### src/rtl/serial_adder_ctrl.sv
// Bit-serial adder with valid/ready handshake: one shared full adder, LSB first, WIDTH cycles per add.
// Optional: define SERIAL_ADDER_OVERFLOW_EN to add the signed 'overflow' output.
module serial_adder_ctrl #(
  parameter int unsigned WIDTH = 8
) (
  input  logic             clk,
  input  logic             rst,
  input  logic             in_valid,
  output logic             in_ready,
  input  logic [WIDTH-1:0] inp1,
  input  logic [WIDTH-1:0] inp2,
  input  logic             cin,
  output logic             out_valid,
  input  logic             out_ready,
  output logic [WIDTH-1:0] sum,
  output logic             carry,
  output logic             busy
`ifdef SERIAL_ADDER_OVERFLOW_EN
  ,
  output logic             overflow
`endif
);

  localparam int unsigned CW = (WIDTH > 1) ? $clog2(WIDTH) : 1;
  localparam logic [CW-1:0] LAST = CW'(WIDTH - 1);

  typedef enum logic [1:0] {
    IDLE,
    RUN,
    DONE
  } state_t;

  state_t           state_q, state_d;
  logic [WIDTH-1:0] a_q, a_d;
  logic [WIDTH-1:0] b_q, b_d;
  logic [WIDTH-1:0] res_q, res_d;
  logic             carry_q, carry_d;
  logic [CW-1:0]    cnt_q, cnt_d;

  logic             ha1_s, ha1_c, ha2_c;
  logic             fa_s, fa_c;
  logic [WIDTH-1:0] res_shift;

  // Full adder as two half adders plus an OR for the carry-out.
  assign ha1_s = a_q[0] ^ b_q[0];
  assign ha1_c = a_q[0] & b_q[0];
  assign fa_s  = ha1_s ^ carry_q;
  assign ha2_c = ha1_s & carry_q;
  assign fa_c  = ha1_c | ha2_c;

  // Sum bits enter at the MSB so bit 0 lands in place after WIDTH shifts.
  if (WIDTH == 1) begin : g_res_w1
    assign res_shift = fa_s;
  end else begin : g_res_wn
    assign res_shift = {fa_s, res_q[WIDTH-1:1]};
  end

  always_comb begin
    state_d = state_q;
    a_d     = a_q;
    b_d     = b_q;
    res_d   = res_q;
    carry_d = carry_q;
    cnt_d   = cnt_q;
    unique case (state_q)
      IDLE: begin
        if (in_valid) begin
          a_d     = inp1;
          b_d     = inp2;
          carry_d = cin;
          cnt_d   = '0;
          state_d = RUN;
        end
      end
      RUN: begin
        res_d   = res_shift;
        carry_d = fa_c;
        a_d     = a_q >> 1;
        b_d     = b_q >> 1;
        cnt_d   = cnt_q + CW'(1);
        if (cnt_q == LAST) state_d = DONE;
      end
      DONE: begin
        if (out_ready) state_d = IDLE;
      end
      default: state_d = IDLE;
    endcase
  end

  always_ff @(posedge clk) begin
    if (rst) begin
      state_q <= IDLE;
      a_q     <= '0;
      b_q     <= '0;
      res_q   <= '0;
      carry_q <= 1'b0;
      cnt_q   <= '0;
    end else begin
      state_q <= state_d;
      a_q     <= a_d;
      b_q     <= b_d;
      res_q   <= res_d;
      carry_q <= carry_d;
      cnt_q   <= cnt_d;
    end
  end

`ifdef SERIAL_ADDER_OVERFLOW_EN
  logic ovf_q;

  // On the last RUN edge carry_q still holds the carry into the MSB.
  always_ff @(posedge clk) begin
    if (rst) begin
      ovf_q <= 1'b0;
    end else if (state_q == RUN && cnt_q == LAST) begin
      ovf_q <= carry_q ^ fa_c;
    end
  end

  assign overflow = ovf_q;
`endif

  assign in_ready  = (state_q == IDLE);
  assign out_valid = (state_q == DONE);
  assign busy      = (state_q != IDLE);
  assign sum       = res_q;
  assign carry     = carry_q;

endmodule

### config.mk
export PLATFORM = sky130hd
export DESIGN_NAME = serial_adder_ctrl
export DESIGN_NICKNAME = d
export VERILOG_FILES = /design/src/rtl/serial_adder_ctrl.sv
export SDC_FILE = /design/constraint.sdc
export NUM_CORES = 1
export LEC_CHECK = 0
export ABC_AREA = 1
export BUFFER_PORTS_ARGS = -buffer_cell sky130_fd_sc_hd__buf_2
export CAP_MARGIN = 20
export CORE_ASPECT_RATIO = 0.8
export CORE_UTILIZATION = 50
export DETAILED_ROUTE_END_ITERATION = 7
export PLACE_DENSITY = 0.75
export SYNTH_ARGS = -nofsm -noshare
export SYNTH_HDL_FRONTEND = slang
export SYNTH_SLANG_ARGS = --single-unit
export TNS_END_PERCENT = 5
### constraint.sdc
create_clock -name clk -period 1.6 [get_ports clk]
set_input_delay 0 -clock clk [delete_from_list [all_inputs] [get_ports clk]]
set_output_delay 0 -clock clk [all_outputs]
set_load 0.02 [all_outputs]
==> summary.txt <==
outcome: completed
Vias/cell: 4.34
Max FO, Critical Path: 6
Synth Net Count: 245
sw power: 495 µW
final cell count without fillers: 314
xor and xnor area share after synthesis: 0%
gr usage total: 22.5%
Die Width: 62.1 µm
Site Rows: 17
Mapped Area: 1440 µm²
DR iter-0 viols: 86
sequential share of the synthesized area: 41.6%
CP max stage delay: 370 ps
1st-pass router iterations: 4
largest net degree at the start of global routing: 33
clk sinks: 30
post-placement setup slack: 380 ps
Int Power: 1190 µW
wire per inst: 9.07 µm
Mean Syn Cell Area: 6.53 µm²
leak pwr: 0.000997 µW
fin. max-slew vios: 0
power per cell area: 891 nW/µm²
Post-Route WL: 2850 µm
fin crit period: 1370 ps
number of I/O pins: 33
PnR worst setup slack: 228 ps
combinational power share: 22.3%
Num CTS Buffers: 5
Tcrit/Tclk final: 85.8%
crit-path leading delay family: buffers and inverters
Buffers & Inverters on Critical Path: 2
die area: 3110 µm²
peak supply drop: 0.570 mV
Reg clk slew, reported paths: 90 ps
clk_lat worst skew: 330 ps
nets: 299
CP Cell Sequence: buf_4 -> nor2_1 -> buf_2
fin util: 68.9%
min-delay worst type: input port to flip-flop
Syn. warnings: 0
WP data required: 1600 ps
Setup crit end kind: output port
Synth cell types: 16
# placed instances: 286
first-pass GRT wire length: 4970 µm
Max clock buf depth: 2
initial antenna violation count: 0
most common cell after layout, fill and taps aside: nand2_1
Slew @ Worst Pin: 326 ps
Fin Clk Skew: 10.4 ps
Max Cap Viol: 0
vias post-DR: 1362
type of origin of the critical path: flip-flop
CTS H-tree lvls: 2
Yosys reg bits: 30
main combinational cell family by area after synthesis: simple AND/OR/NAND/NOR gates
# setup viols final: 0
# diodes: 0
GRT overflow: 0
clock power share: 27.7%
Core Area: 2740 µm²
sequential share of power: 50.1%
critical path class: flip-flop to output port
Remaining DRCs: 0
Die H: 50.0 µm
TritonCTS clock tree: done
root buffer cell: clkbuf_4
Final GP Congestion: 0.725
commonest cells after routing, fill and taps aside: nand2_1, inv_1, nor2_1
CP arrival: 1370 ps
share of cells above drive strength 1: 17.0%
area share of the largest cell type after synthesis: 41.6%
Rel. slew slack: 78.3%
synthesized instance count: 221
Synth Area in Compound Gates: 11.5%
DRT antenna net count: 0
vias in the first global route: 1191
Starting Density: 52.6%
HPWL after DPL: 1810 µm
switching share of total power: 29.4%
filler cell count in the final layout: 246
mux cell area share after synthesis: 0%
RSZ-0062 raised after global routing: no
CP max-delay cell: dfxtp_1
Fin Setup TNS: 0 ps
Post-Synth Adder-Cell Area: 3.12%
top cells by area, synth: dfxtp_1, nand2_1, inv_1
final-report hold violation count: 0
Post-Synth Simple-Gate Area: 28.6%
Peak Freq: 729 MHz
IO Port Bufs: 32
post-cts resize count: 0
P&R area growth vs syn: 31.0%
cell taking the most area after synthesis: dfxtp_1
## layout make-up
cell class	count	area (µm²)	share of cell area, %
clock buffers	7	55.1	2.91
clock inverters	1	5.00	0.265
inverters	39	146	7.75
multi-input cells	142	624	33.0
flip-flops and latches	30	601	31.8
well taps	38	47.5	2.52
repair buffers	57	410	21.7
## worst register-to-register path, stage by stage (launching register included)
cell	delay, ps
dfxtp_1	440
nand2_2	180
inv_1	300
nand2_1	90
a21oi_1	140
## per-stage QoR
stage	total power, µW	instance area, µm²	hold slack [ps]
2_1_floorplan	1110	1440	69.1
4_1_cts	1710	1890	438
3_5_place_dp	1200	1630	268
5_1_grt	1810	1890	444
6_report	1680	1890	460
3_3_place_gp	1190	1630	266
## flip-flops by register name (all words and copies together) (netlist names)
| signal | cells |
|---|---|
| sum | 8 |
| a_q | 8 |
| carry | 1 |
| b_q | 8 |
| state_q | 2 |
| cnt_q | 3 |
## logic make-up (layout without fill, tap and decap cells)
logic type | count (synthesis) | count (layout)
flops | 30 | 30
simple gates | 108 | 108
buf+inv | 49 | 104
compound gates | 31 | 31
fa+ha+maj | 3 | 3
## power by group through the flow
stage / registers (µW) / logic (µW) / clock network (µW)
floorplan: 878 / 230 / 0
CTS: 844 / 375 / 487
detailed placement: 861 / 337 / 0
global route: 852 / 434 / 523
finish: 843 / 375 / 466
global placement: 860 / 334 / 0
## worst paths after layout
check	slack, ps	from	depth (start not counted)	endpoint
min	460	rst	3	cnt_q[2]
max	230	state_q[0]	3	in_ready
min reg2reg	470	b_q[7]	2	b_q[7]
max reg2reg	390	state_q[0]	4	cnt_q[1]
## metal layers
| layer | GRT usage, % | part of all wire, % | vias up |
|---|---|---|---|
| li1 | - | - | 761 |
| met1 | 26.5 | 48 | 566 |
| met2 | 35.6 | 45 | 27 |
| met3 | 6.56 | 4.1 | 8 |
| met4 | 12.2 | 2.5 | 0 |
| met5 | 0 | 0 | - |
## timing repair
item / CTS / global route
hold endpoints to repair: 21 / 0
hold buffers: 20 / 0
buffers inserted: 0 / 0
## synth_stat cells, drive strengths merged
cell type	instances
fa	1
clkbuf	2
o21ai	10
or2	1
buf	8
ha	2
nand2	70
dfxtp	30
a21oi	21
nor2	35
nand3	2
inv	39
(Power assumes the default switching activity.)
